**config.mk**
```make
export PLATFORM = sky130hd
export DESIGN_NAME = risc521_sw_conditioner_flat
export DESIGN_NICKNAME = d
export VERILOG_FILES = /design/src/rtl/risc521_sw_conditioner_pkg.sv /design/src/rtl/risc521_sw_conditioner_if.sv /design/src/rtl/risc521_db_bit.sv /design/src/rtl/risc521_sw_conditioner.sv /design/src/flat_wrapper.sv
export SDC_FILE = /design/constraint.sdc
export NUM_CORES = 1
export LEC_CHECK = 0
export CORE_MARGIN = 3
export CORE_UTILIZATION = 49
export CTS_BUF_LIST = sky130_fd_sc_hd__clkbuf_8
export CTS_CLUSTER_DIAMETER = 50
export CTS_CLUSTER_SIZE = 24
export DETAILED_ROUTE_END_ITERATION = 7
export PLACE_DENSITY_LB_ADDON = 0.12
export RECOVER_POWER = 50
export SLEW_MARGIN = 20
export SYNTH_ARGS = -nofsm -noshare
export SYNTH_HDL_FRONTEND = slang
export SYNTH_SLANG_ARGS = --single-unit
```
**constraint.sdc**
```tcl
create_clock -name Clk -period 1.2 [get_ports Clk]
set_input_delay 0.24 -clock Clk [delete_from_list [all_inputs] [get_ports Clk]]
set_output_delay 0.24 -clock Clk [all_outputs]
set_load 0.01 [all_outputs]
```
**src/rtl/risc521_sw_conditioner_pkg.sv**
```systemverilog
// Shared RISC521 switch-input constants, used by the core top level and the
// switch conditioner.
package risc521_sw_conditioner_pkg;

  localparam int RISC521_SW_W      = 5;
  localparam int RISC521_DB_CYCLES = 4;

  // Width needed to count 0..db_cycles-1, with one bit of headroom.
  function automatic int db_cnt_w(input int db_cycles);
    return $clog2(db_cycles) + 1;
  endfunction

endpackage

```
**src/rtl/risc521_sw_conditioner_if.sv**
```systemverilog
// Switch bus between the board pins, the conditioner and the core's SW_in.
// The slave side is the conditioner; the master side is the consumer/driver.
interface risc521_sw_conditioner_if
  import risc521_sw_conditioner_pkg::*;
#(
  parameter int WIDTH = RISC521_SW_W
);

  logic [WIDTH-1:0] SW_raw;
  logic [WIDTH-1:0] SW_out;
  logic [WIDTH-1:0] SW_rise;
  logic [WIDTH-1:0] SW_fall;
  logic             SW_chg;

  modport master (output SW_raw, input SW_out, SW_rise, SW_fall, SW_chg);
  modport slave  (input SW_raw, output SW_out, SW_rise, SW_fall, SW_chg);

endinterface

```
**src/rtl/risc521_db_bit.sv**
```systemverilog
// One switch bit: two-flop synchroniser, saturating stability counter,
// and the registered level plus rise/fall pulses.
module risc521_db_bit #(
  parameter int DB_CYCLES = 4,
  parameter int CNT_W     = 3
) (
  input  logic clk,
  input  logic rst_n,
  input  logic raw,
  output logic out,
  output logic rise,
  output logic fall,
  output logic chg_d
);

  localparam logic [CNT_W-1:0] LAST = CNT_W'(DB_CYCLES - 1);

  logic             s1_q, s1_d;
  logic             s2_q, s2_d;
  logic [CNT_W-1:0] cnt_q, cnt_d;
  logic             out_q, out_d;
  logic             rise_q, rise_d;
  logic             fall_q, fall_d;

  always_comb begin
    s1_d   = raw;
    s2_d   = s1_q;
    out_d  = out_q;
    cnt_d  = '0;
    rise_d = 1'b0;
    fall_d = 1'b0;
    // Any sample back at the current level restarts qualification.
    if (s2_q != out_q) begin
      if (cnt_q == LAST) begin
        out_d  = s2_q;
        rise_d = s2_q;
        fall_d = ~s2_q;
      end else begin
        cnt_d = cnt_q + CNT_W'(1);
      end
    end
  end

  always_ff @(posedge clk) begin
    if (!rst_n) begin
      s1_q   <= 1'b0;
      s2_q   <= 1'b0;
      cnt_q  <= '0;
      out_q  <= 1'b0;
      rise_q <= 1'b0;
      fall_q <= 1'b0;
    end else begin
      s1_q   <= s1_d;
      s2_q   <= s2_d;
      cnt_q  <= cnt_d;
      out_q  <= out_d;
      rise_q <= rise_d;
      fall_q <= fall_d;
    end
  end

  assign out   = out_q;
  assign rise  = rise_q;
  assign fall  = fall_q;
  assign chg_d = rise_d | fall_d;

endmodule

```
**src/rtl/risc521_sw_conditioner.sv**
```systemverilog
// Debounces the raw board switches into the clean SW_in word for the core,
// with per-bit edge pulses and a registered any-change flag.
module risc521_sw_conditioner
  import risc521_sw_conditioner_pkg::*;
#(
  parameter int WIDTH     = RISC521_SW_W,
  parameter int DB_CYCLES = RISC521_DB_CYCLES
) (
  input  logic                     Clk,
  input  logic                     Reset,
  risc521_sw_conditioner_if.slave  sw
);

  localparam int CNT_W = db_cnt_w(DB_CYCLES);

  logic [WIDTH-1:0] out_w, rise_w, fall_w, chg_w;
  logic             chg_q, chg_d;

  for (genvar i = 0; i < WIDTH; i++) begin : g_bit
    risc521_db_bit #(
      .DB_CYCLES (DB_CYCLES),
      .CNT_W     (CNT_W)
    ) u_bit (
      .clk   (Clk),
      .rst_n (Reset),
      .raw   (sw.SW_raw[i]),
      .out   (out_w[i]),
      .rise  (rise_w[i]),
      .fall  (fall_w[i]),
      .chg_d (chg_w[i])
    );
  end

  // Built from the bits' next-state pulses so the flag lands with them.
  always_comb chg_d = |chg_w;

  always_ff @(posedge Clk) begin
    if (!Reset) chg_q <= 1'b0;
    else        chg_q <= chg_d;
  end

  assign sw.SW_out  = out_w;
  assign sw.SW_rise = rise_w;
  assign sw.SW_fall = fall_w;
  assign sw.SW_chg  = chg_q;

endmodule

```
**src/flat_wrapper.sv**
```systemverilog
// flat-port wrapper written by rule: the top's interface ports become plain ports
module risc521_sw_conditioner_flat import risc521_sw_conditioner_pkg::*;
#(
  parameter int WIDTH     = RISC521_SW_W,
  parameter int DB_CYCLES = RISC521_DB_CYCLES
)
  (Clk, Reset, sw_SW_raw, sw_SW_out, sw_SW_rise, sw_SW_fall, sw_SW_chg);
  risc521_sw_conditioner_if #(.WIDTH(WIDTH)) sw_i ();
  input  logic Clk;
  input  logic Reset;
  input wire logic [$bits(sw_i.SW_raw)-1:0] sw_SW_raw;
  output wire logic [$bits(sw_i.SW_out)-1:0] sw_SW_out;
  output wire logic [$bits(sw_i.SW_rise)-1:0] sw_SW_rise;
  output wire logic [$bits(sw_i.SW_fall)-1:0] sw_SW_fall;
  output wire logic [$bits(sw_i.SW_chg)-1:0] sw_SW_chg;
  assign sw_i.SW_raw = sw_SW_raw;
  assign sw_SW_out = sw_i.SW_out;
  assign sw_SW_rise = sw_i.SW_rise;
  assign sw_SW_fall = sw_i.SW_fall;
  assign sw_SW_chg = sw_i.SW_chg;
  risc521_sw_conditioner #(.WIDTH(WIDTH), .DB_CYCLES(DB_CYCLES)) u_core (.Clk(Clk), .Reset(Reset), .sw(sw_i));
endmodule
```
# [After elaboration in Yosys (flattened, before gate mapping)]
# Index checks and enable logic that the tools add are counted.
[word_totals] reg_bits=41 output_inout_bits=16 elab_cells=93
[classes] n_addsub=5 eq_ne=10 muxes=20 bitwise=16 reduce_logical=11
[op_table] op="1-bit two-way mux" count=20
[op_table] op="3-bit by 1-bit adder with 3-bit output (second input constant)" count=5
[op_table] op="3-bit by 2-bit equality test with 1-bit output (second input constant)" count=5
[op_table] op="3-bit OR reduction" count=5
[op_table] op="1-bit NOT" count=11
[op_table] op="2-bit AND reduction" count=5
[op_table] op="1-bit != test" count=5
[op_table] op="1-bit OR" count=5
[op_table] op="5-bit OR reduction" count=1

# [Logic depth before layout (Yosys ltp)]
[depth] word_depth=5 ltp_mapped=4 depth_no_buf=4

# [By module]
# From an unflattened synthesis, not the netlist that was laid out.
[unflattened] hier_cells=118 area_unflattened_um2=1455.1
[by_module_without_submodules] mod="risc521_db_bit" instances=5 cells_each=23 area_per_inst_um2=284.0 seq_area_each_um2=160.2
[by_module_without_submodules] mod="risc521_sw_conditioner" instances=1 cells_each=3 area_per_inst_um2=35.0 seq_area_each_um2=20.0

# [Worst setup path before layout]
# Ideal clock, no wire load.
[synth_path] path_type="register to register" startpoint="reg u_core.g_bit[3].u_bit.cnt_q[0]" endpoint="reg u_core.chg_q (netlist: u_core.sw.SW_chg)" setup_ns=0.127 arrival_time_ns=1.094 slack_ns=-0.020 stages_incl_launch_ff=5 period_less_slack_ns=1.220 path_cell_list="dfxtp_1 -> ha_1 -> ha_1 -> a222oi_1 -> a21boi_1"
[synth_between] elab_chain_len=5
[synth_rtl] element="start: declaration" line="risc521_db_bit.sv:20" source="logic [CNT_W-1:0] cnt_q, cnt_d;"
[synth_rtl] element="start signal: assignment" line="risc521_db_bit.sv:55" source="cnt_q <= cnt_d;"
[synth_rtl] element="3-bit by 2-bit equality test with 1-bit output *" line="risc521_db_bit.sv:34" source="if (cnt_q == LAST) begin"
[synth_rtl] element="1-bit two-way mux" line="risc521_db_bit.sv:34"
[synth_rtl] element="1-bit two-way mux" line="risc521_db_bit.sv:33" source="if (s2_q != out_q) begin"
[synth_rtl] element="1-bit OR *" line="risc521_db_bit.sv:65" source="assign chg_d = rise_d | fall_d;"
[synth_rtl] element="5-bit OR reduction *" line="risc521_sw_conditioner.sv:35" source="always_comb chg_d = |chg_w;"
[synth_rtl] element="end signal: assignment" line="risc521_sw_conditioner.sv:39" source="else chg_q <= chg_d;"
[synth_rtl] element="end: declaration" line="risc521_sw_conditioner.sv:17" source="logic chg_q, chg_d;"
# Mark *: on every way between the ends. The rest lies on a longest branch, timed or not.
# A chain may end at the register's enable or synchronous reset.

# [Final worst setup path]
[layout_path] startpoint="reg u_core.g_bit[3].u_bit.cnt_q[1]" endpoint="reg u_core.chg_q (netlist: u_core.sw.SW_chg)"
# The elaborated chain is that of the path after synthesis.

==> impl_metrics.tcl <==
set metrics [dict create \
    grt_setup_unrepaired "true" \
    max_cap_violations 0 \
    clock_tree.htree_level_count 2 \
    cp.required_ps 1370 \
    drt_pass1_iterations 6 \
    worst_skew_pair.late_latency_ps 290 \
    finalSetupViolations 0 \
    run_status "finished, final reports clean" \
    p_leak_nw 0.783 \
    synth-warning-count 0 \
    holdCritPathClass "flip-flop to flip-flop" \
    final.hold.worst_slack_ps 405 \
    antenna_found_initial 0 \
    hold_startpoint "u_core.g_bit[2].u_bit.cnt_q[0]$_SDFF_PP0_" \
    syn-instance-count 142 \
    power_density_nw_per_um2 1290 \
    worst_setup_hold_path_clk_slew_ps 70 \
    worst_setup_path_startpoint "u_core.g_bit[3].u_bit.cnt_q[1]$_SDFF_PP0_" \
    synth_area_per_cell_sq_um 10.6 \
    worst-setup-path-type "flip-flop to flip-flop" \
    reg2reg_slack_ps 40 \
    detailedPlacementHpwl_microns 1490 \
    grt_overflow_total 0 \
    finalMaxSlewViolations 0 \
    post_layout_nonfiller_instances 196 \
    drt-total-wl_microns 2160 \
    share_of_cells_above_drive_strength_1_pct 19.4 \
    cts_tree "yes" \
    port_buffers 22 \
    crit_path_end_kind "flip-flop" \
    synth.yosys.seq_area_share_pct 54.3 \
    antenna-diode-count 0 \
    max_freq_ghz 0.863 \
    critical_path.startpoint_type "flip-flop" \
    die_area_sq_um 3780 \
    remaining_drc_errors 0 \
    wire_length_of_the_first_global_routing_pass_microns 3480 \
    mappedNetlistNets 159 \
    grt.total_usage_pct 12.9 \
    synth-seq-cells 41 \
    route.vias.total 912 \
    grt_start_max_net_pins 15 \
    worst_path_arrival_time_ps 1330 \
    io_pins 23 \
    coreArea_sq_um 2850 \
    drt_iter0_drc 17 \
    relSlewSlack_pct 83.0 \
    fin_worst_skew_ps 4.21 \
    drtAntennaViolNets 0 \
    die_height_microns 61.5 \
    grt_pass1_vias 843 \
    sinks_on_clock_net 41 \
    design.final.nets 181 \
    synth_cell_types 18 \
    initial_core_utilization_pct 52.9 \
    worst_r2r_startpoint "u_core.g_bit[3].u_bit.cnt_q[1]$_SDFF_PP0_" \
    hold_violations 0 \
    cts.path.max_buffers 2 \
    synthToLayoutAreaGrowth_pct 24.5 \
    placementRows 19 \
    tightest_slew_ps 255 \
    routedWlPerCell_microns 11.0 \
    routabilityCongestion 0.770 \
    mappedNetlistArea_sq_um 1510 \
    cts_inserted_buffers 5 \
    period_needed_ps 1160 \
    die_w_microns 61.5 \
    timing.final.crit_share_pct 96.6 \
    irDropWorstVdd_mv 0.773 \
    dpl.cell_count 186 \
    route.detailed.vias_per_inst 4.65 \
    worstPathMaxFanout 2 \
    root_buffer "clkbuf_8" \
]
==> area by class of cell <==
class                           count  area, sq um
Fill cell                         240          972
Sequential cell                    41          826
Multi-Input combinational cell     73          611
Timing Repair Buffer               33          267
Clock buffer                        7         96.3
Tap cell                           31         38.8
Inverter                           10         37.5
Clock inverter                      1         5.00
==> logic make-up (layout without fill, tap and decap cells) <==
kind of cell	after synthesis	in the layout	share of synthesized area, %
multiplexers	5	5	3.31
AND/OR/NAND/NOR	50	50	18.6
buffers and inverters	28	51	10.9
AO/OA/AOI/OAI	3	3	1.66
flip-flops	41	41	54.3
XOR/XNOR	5	5	2.90
adder cells (fa/ha/maj)	10	10	8.29
==> cell usage in the layout (no fill, tap or decap), types with 2 or more instances in the layout <==
master,n
dfxtp_1,37
nor2_1,15
dlygate4sd2_1,13
inv_1,10
buf_4,9
and2_1,8
nor3b_1,8
clkbuf_8,7
xor2_1,5
nand3b_1,5
mux2i_1,5
nor2b_1,5
nand2_1,5
ha_4,5
clkdlybuf4s50_1,5
clkbuf_1,4
dfxtp_2,4
ha_2,3
and2_0,2
nor3b_2,2
ha_1,2
==> final timing paths <==
path | end | cells past startpoint
max | u_core.sw.SW_chg$_SDFF_PN0_ | 4
min | u_core.g_bit[2].u_bit.cnt_q[0]$_SDFF_PP0_ | 1
max reg2reg | u_core.sw.SW_chg$_SDFF_PN0_ | 4
min reg2reg | u_core.g_bit[2].u_bit.cnt_q[0]$_SDFF_PP0_ | 1
==> critical path, stage by stage (launching register included) <==
cell	delay [ps]
dfxtp_1	330
ha_4	160
ha_4	150
a222oi_1	310
a21boi_1	90
==> sequential cells by signal, indices dropped and copies added, names as in the netlist <==
name / cells
u_core.g_bit.u_bit.fall: 5
u_core.g_bit.u_bit.s2_q: 5
u_core.sw.SW_chg: 1
u_core.g_bit.u_bit.rise: 5
u_core.g_bit.u_bit.cnt_q: 15
u_core.g_bit.u_bit.s1_q: 5
u_core.g_bit.u_bit.out: 5
==> power by group <==
part           total [mW]  switching, mW  internal, mW  leakage (nW)
Sequential           1.39         0.0126          1.38         0.335
Combinational      0.0680         0.0272        0.0408         0.394
Clock               0.966          0.447         0.519        0.0542
Total                2.43          0.487          1.94         0.783
==> Yosys cell counts <==
cell type   n  area (sq um)
nor2_1     15          56.3
xor2_1      5          43.8
a22oi_1     1          7.51
clkbuf_1    1          3.75
nor3b_1    10          75.1
and2_1     10          62.6
a222oi_1    1          10.0
a21boi_1    1          7.51
ha_1       10           125
nor2b_1     5          31.3
buf_2       1          5.00
dfxtp_1    41           821
inv_1      10          37.5
clkbuf_2    1          5.00
nand2_1     5          18.8
buf_4      15           113
mux2i_1     5          50.1
nand3b_1    5          37.5
==> routing by layer <==
layer	track usage, %	up-vias	share of wire [%]
met3	7.55	4	7.6
met2	20.5	22	45
li1	-	478	-
met1	13.9	408	46
met4	5.45	0	1.6
met5	0	-	0
==> repair_timing <==
action	4_1_cts	5_1_grt
gates resized for setup	23	16
hold buffers	0	0
endpoints found under the setup margin	18	19
setup buffers	1	1
pin swaps	4	6
==> metrics by stage <==
| stage | setup TNS (ps) | cell area, sq um | utilization (%) | power, mW | setup WS (ps) |
|---|---|---|---|---|---|
| finish | 0 | 1880 | 65.9 | 2.43 | 40.7 |
| global route | -96.1 | 1880 | 65.9 | 2.52 | -29.4 |
| CTS | 0 | 1840 | 64.4 | 2.46 | 2.26 |
| detailed placement | -759 | 1720 | 60.1 | 1.49 | -144 |
| global placement | -310 | 1720 | 60.1 | 1.49 | -53.8 |
| floorplan | 0 | 1520 | - | 1.46 | 11.6 |
Power figures use the tool's default switching activity.
